==> src/rtl/prbs_pkg.sv <==
// prbs_pkg: shared FSM states and PRBS-8 constants for the BIST controller
package prbs_pkg;
  typedef enum logic [2:0] {IDLE, LOAD, RUN, DRAIN, DONE} state_t;
  localparam logic [7:0] PRBS_TAPS = 8'hB8;
  localparam logic [7:0] SEED_ZERO_SUB = 8'h01;
  localparam int PRBS_PERIOD = 255;
  function automatic logic [7:0] prbs_next(input logic [7:0] q);
    return {q[6:0], ^(q & PRBS_TAPS)};
  endfunction
endpackage

==> src/rtl/prbs_lfsr8.sv <==
// prbs_lfsr8: loadable x^8+x^6+x^5+x^4+1 Fibonacci LFSR, load wins over advance
module prbs_lfsr8
  import prbs_pkg::*;
(
  input  logic       clk,
  input  logic       reset_n,
  input  logic       load,
  input  logic [7:0] load_val,
  input  logic       advance,
  output logic [7:0] q,
  output logic       bit_out
);
  always_ff @(posedge clk or negedge reset_n)
    if (!reset_n) q <= SEED_ZERO_SUB;
    else if (load) q <= load_val;
    else if (advance) q <= prbs_next(q);
  assign bit_out = q[7];
endmodule

==> src/rtl/prbs_bist_ctrl.sv <==
// prbs_bist_ctrl: PRBS-8 link BIST, transmits a seeded sequence and checks the loopback
module prbs_bist_ctrl
  import prbs_pkg::*;
#(
  parameter int LEN_W = 16,
  parameter int DRAIN_TIMEOUT = 64
) (
  input  logic             clk,
  input  logic             reset_n,
  input  logic             start,
  input  logic             abort,
  input  logic [7:0]       seed,
  input  logic [LEN_W-1:0] bit_count,
  output logic             tx_bit,
  output logic             tx_valid,
  input  logic             tx_ready,
  input  logic             rx_bit,
  input  logic             rx_valid,
  output logic             busy,
  output logic             done,
  output logic             pass,
  output logic             timeout,
  output logic [LEN_W-1:0] err_count
);
  localparam int DW = $clog2(DRAIN_TIMEOUT + 1);
  state_t state, state_n;
  logic [LEN_W-1:0] len_q, tx_cnt, rx_cnt;
  logic [DW-1:0] drain_cnt;
  logic [7:0] seed_eff, tx_q, ref_q;
  logic accept, aborted, tx_fire, tx_last, rx_fire, rx_complete, drain_exp, ref_bit;
  logic lfsr_unused;
  assign accept = start && (state == IDLE || state == DONE);
  assign busy = state == LOAD || state == RUN || state == DRAIN;
  assign tx_valid = state == RUN;
  assign tx_fire = tx_valid && tx_ready;
  assign tx_last = tx_fire && (tx_cnt + LEN_W'(1) == len_q);
  assign rx_fire = rx_valid && (state == RUN || state == DRAIN) && rx_cnt < len_q;
  assign rx_complete = rx_cnt == len_q || (rx_fire && rx_cnt + LEN_W'(1) == len_q);
  assign drain_exp = drain_cnt == DW'(DRAIN_TIMEOUT - 1);
  assign seed_eff = seed == 8'h00 ? SEED_ZERO_SUB : seed;
  assign pass = state == DONE && err_count == '0 && !timeout && !aborted;
  assign lfsr_unused = ^{tx_q, ref_q};
  prbs_lfsr8 u_tx (
    .clk(clk), .reset_n(reset_n), .load(accept), .load_val(seed_eff),
    .advance(tx_fire), .q(tx_q), .bit_out(tx_bit)
  );
  prbs_lfsr8 u_ref (
    .clk(clk), .reset_n(reset_n), .load(accept), .load_val(seed_eff),
    .advance(rx_fire), .q(ref_q), .bit_out(ref_bit)
  );
  // abort is checked first in every busy state so it beats same-cycle completions
  always_comb begin
    state_n = state;
    unique case (state)
      IDLE, DONE: state_n = accept ? LOAD : state;
      LOAD:       state_n = (abort || len_q == '0) ? DONE : RUN;
      RUN:        state_n = abort ? DONE : tx_last ? DRAIN : RUN;
      DRAIN:      state_n = (abort || rx_complete || drain_exp) ? DONE : DRAIN;
      default:    state_n = IDLE;
    endcase
  end
  always_ff @(posedge clk or negedge reset_n)
    if (!reset_n) begin
      state <= IDLE;
      done <= 1'b0;
      len_q <= '0;
      tx_cnt <= '0;
      rx_cnt <= '0;
      err_count <= '0;
      drain_cnt <= '0;
      timeout <= 1'b0;
      aborted <= 1'b0;
    end else begin
      state <= state_n;
      done <= state_n == DONE && state != DONE;
      drain_cnt <= state == DRAIN ? drain_cnt + DW'(1) : '0;
      if (accept) begin
        len_q <= bit_count;
        tx_cnt <= '0;
        rx_cnt <= '0;
        err_count <= '0;
        timeout <= 1'b0;
        aborted <= 1'b0;
      end else begin
        if (tx_fire) tx_cnt <= tx_cnt + LEN_W'(1);
        if (rx_fire) rx_cnt <= rx_cnt + LEN_W'(1);
        if (rx_fire && rx_bit != ref_bit && err_count != '1) err_count <= err_count + LEN_W'(1);
        if (abort && busy) aborted <= 1'b1;
        if (state == DRAIN && !abort && !rx_complete && drain_exp) timeout <= 1'b1;
      end
    end
endmodule

==> config.mk <==
export PLATFORM = sky130hd
export DESIGN_NAME = prbs_bist_ctrl
export DESIGN_NICKNAME = d
export VERILOG_FILES = /design/src/rtl/prbs_pkg.sv /design/src/rtl/prbs_lfsr8.sv /design/src/rtl/prbs_bist_ctrl.sv
export SDC_FILE = /design/constraint.sdc
export NUM_CORES = 1
export LEC_CHECK = 0
export ABC_AREA = 1
export BUFFER_PORTS_ARGS = -buffer_cell sky130_fd_sc_hd__buf_4
export CAP_MARGIN = 10
export CORE_ASPECT_RATIO = 1.5
export CORE_MARGIN = 2
export CORE_UTILIZATION = 44
export CTS_CLUSTER_SIZE = 20
export DETAILED_ROUTE_END_ITERATION = 10
export GPL_TIMING_DRIVEN = 0
export HOLD_SLACK_MARGIN = 0.12
export PLACE_DENSITY = 0.75
export SYNTH_ARGS = -nofsm -noshare
export SYNTH_HDL_FRONTEND = slang
export SYNTH_SLANG_ARGS = --single-unit
==> constraint.sdc <==
create_clock -name clk -period 2.23 [get_ports clk]
set_clock_uncertainty 0.15 [all_clocks]
set_input_delay 0.223 -clock clk [delete_from_list [all_inputs] [get_ports clk]]
set_output_delay 0.223 -clock clk [all_outputs]
set_load 0.1 [all_outputs]
==> metrics <==
Post-Layout Cell Count about 1.1k; fin util 0.606; share of layout cells above drive strength 1 0.284; kind of end point of the critical path flip-flop; CTS tree yes; Internal 4.71 mW; min-delay worst type in -> reg; Mapped Cells between 700 and 800; first-pass GRT wire length ~27000 um; full die area around 14000 um2; DRC violations left 0; design area 7850 um2; Static Leak 3.53 nW; final hold violation count 0; post-synthesis mux area share 0; Die Width ~100 um; DR vias/cell around 5.7; CTS H-tree lvls 3; Ys Warns 0; TritonCTS buffer count 9; sequential share of power 0.294; mapped cell area 5830 um2; DR pass1 iterations 6; startpoint types flip-flop; RSZ-0062 raised after global routing true; Yosys reg bits a little over 90; most frequent cell after synthesis nand2_1; post-route ant nets 0; switching portion of total power 0.444; GP Congestion 0.932; Vias 6181; core area 13000 um2; initial drt markers approximately 380; clk_lat worst skew around 0.35 ns; row cnt ~50; total gr overflow 0; Worst-Margin Slew between 0.6 and 0.7 ns; Port-buffer cells 52; PwrDens ~1100 nW/um2; Comb pwr share 0.502; Setup WS pre-CTS -0.386 ns; switching power of the nets between 3 and 4 mW; Total Negative Setup Slacks -0.867 ns; syn_nets 841; Post-DP Area approximately 6500 um2; WL/cell roughly 17 um; complex-gate fraction of the synthesized area 0.121; violated checks setup timing; status complete, but fails checks; Worst Path Arrival 2.49 ns; pin count of the biggest net entering global routing between 90 and 100; Detail Placement HPWL 11900 um; Area Overhead vs Synth 34.5%; asr flop ratio synth 1.00; Clock Path Buffers 2; Post-synth top cells 196 x nand2_1, 104 x inv_1, 91 x dfrtp_1; synth top area cells dfrtp_1 39%, nand2_1 13%, inv_1 6.7%; Clock Power Share 0.205; top-area cell type share of the netlist area 0.390; syn avg cell area 7.39 um2; min cycle time layout approximately 2.4 ns; sequential area share after synthesis 0.399; ANT cells 0; CTS root buffer clkbuf_16; largest family of logic cells by synthesized area simple AND/OR/NAND/NOR gates; nets just under 1k; Final Cycle Share 1.06; endpoints failing setup 16; slew margin rel. 0.591; fmax approximately 0.42 GHz; Sink Count 93; Initial Util 0.450; initial antenna violation count 0; final setup margin -0.139 ns; Fill cells about 1.1k; Die Span Y roughly 150 um; Reg clk slew, reported paths about 0.070 ns; Cell Count Post-Placement roughly 1.0k; leading area contributor after synthesis dfrtp_1; Post-synth EDFFs 0; Distinct cells, synth between 40 and 50; Worst Path Required ~2.4 ns; max cap viols 0; gr usage total 0.235; Synth Area in Simple Gates 0.325; adder-cell share of the synthesized area 0.0450; maximum vdd drop roughly 0.90 mV; drt total wl about 18000 um; CP max FO 5; Slew Limit Fails 0; Primary FF master, synth dfrtp_1; vias in the first global route between 5k and 6k; Ports between 50 and 60; critical path class reg -> reg; total power ~8.5 mW; Fin Hold WS approximately 0.13 ns; Post-Synth XOR/XNOR Area 0.0270
==> repair_timing <==
action / in CTS / in global routing
cloned: 0 / 1
gates resized for setup: 41 / 71
hold endpoints to repair: 125 / 0
setup endpoints to repair: 46 / 64
hold buffers: 26 / 0
buffers inserted: 21 / 27
pin swaps: 11 / 30
==> cell type report <==
cell class	count	area [um2]	area share
repair buffers	127	1060	0.135
flip-flops and latches	93	2370	0.303
clock inverters	4	77.6	0.00989
clock buffers	12	256	0.0327
inverters	109	417	0.0531
well taps	159	199	0.0254
multi-input cells	572	3370	0.430
plain buffers	16	93.8	0.0120
==> worst paths after layout <==
| check | cells after the start | end | slack [ns] | start |
|---|---|---|---|---|
| hold reg to reg | 1 | drain_cnt[0]$_DFF_PN0_ | 0.32 | drain_cnt[0]$_DFF_PN0_ |
| setup reg to reg | 12 | done$_DFF_PN0_ | -0.14 | rx_cnt[7]$_DFFE_PN0P_ |
| min in group asynchronous | 2 | u_tx.q[6]$_DFFE_PN0P_ | 0.27 | reset_n |
| setup / recovery | 12 | done$_DFF_PN0_ | -0.14 | rx_cnt[7]$_DFFE_PN0P_ |
| max in group asynchronous | 3 | err_count[6]$_DFFE_PN0P_ | 0.99 | reset_n |
| hold / removal | 5 | tx_cnt[6]$_DFFE_PN0P_ | 0.13 | tx_ready |
==> worst max-delay path, stage by stage, from the launching register on <==
cell and delay (ns):
dfrtp_1 0.54, nand2_1 0.17, nor2_1 0.23, nand2_1 0.14
o21ai_2 0.15, nand2_1 0.12, nand2_1 0.12, nand2_1 0.07
nor2_1 0.15, nand3_2 0.13, nand3_2 0.10, nand2_2 0.06
a21oi_2 0.16
==> routing by layer <==
layer	part of all wire	global-route usage	routed length, um
met5	0	0	0
met4	0.076	0.119	1380
met3	0.056	0.0328	1030
met2	0.50	0.415	9090
met1	0.37	0.274	6800
==> cell families after synthesis <==
kind of cell             count (synthesis)
XOR/XNOR                                18
flip-flops                              93
buffers and inverters                  125
AND/OR/NAND/NOR                        412
adder cells (fa/ha/maj)                 21
AO/OA/AOI/OAI                          120
==> sequential cells by signal, indices dropped and copies added (netlist names) <==
| signal | cells |
|---|---|
| aborted | 1 |
| done | 1 |
| drain_cnt | 7 |
| err_count | 16 |
| len_q | 16 |
| rx_cnt | 16 |
| state | 3 |
| timeout | 1 |
| tx_cnt | 16 |
| u_ref.q | 8 |
| u_tx.q | 8 |
==> power groups by stage <==
stage	combinational, mW	clock (mW)	sequential [mW]
2_1_floorplan	1.96	0	2.80
3_3_place_gp	3.13	0	2.50
3_5_place_dp	3.17	0	2.51
4_1_cts	3.64	1.74	2.44
5_1_grt	4.56	1.81	2.53
6_report	4.25	1.73	2.49
==> cell usage in the layout, fill, tap and decap left out, types with 3 or more instances in the layout <==
cell type | synthesis | final
a21oi_1 | 20 | 15
a21oi_2 | 1 | 6
buf_2 | 7 | 5
buf_4 | 0 | 95
buf_6 | 1 | 8
clkbuf_1 | 6 | 5
clkbuf_16 | 0 | 9
dfrtp_1 | 91 | 62
dfrtp_2 | 0 | 26
dfrtp_4 | 0 | 3
dlygate4sd3_1 | 0 | 26
ha_1 | 21 | 8
ha_4 | 0 | 12
inv_1 | 104 | 84
inv_2 | 4 | 21
inv_4 | 0 | 3
nand2_1 | 196 | 186
nand2_2 | 10 | 15
nand2_4 | 0 | 5
nand3_1 | 71 | 68
nand3_2 | 4 | 7
nand4_1 | 23 | 23
nor2_1 | 67 | 57
nor2_2 | 6 | 12
nor2_4 | 6 | 11
nor3_1 | 11 | 9
nor4_1 | 7 | 5
o211ai_1 | 5 | 5
o21ai_0 | 49 | 47
o21ai_1 | 11 | 11
o21ai_2 | 1 | 3
o221ai_1 | 10 | 10
o22ai_1 | 16 | 16
xnor2_1 | 3 | 3
xor2_1 | 15 | 15
(Power assumes the default switching activity.)
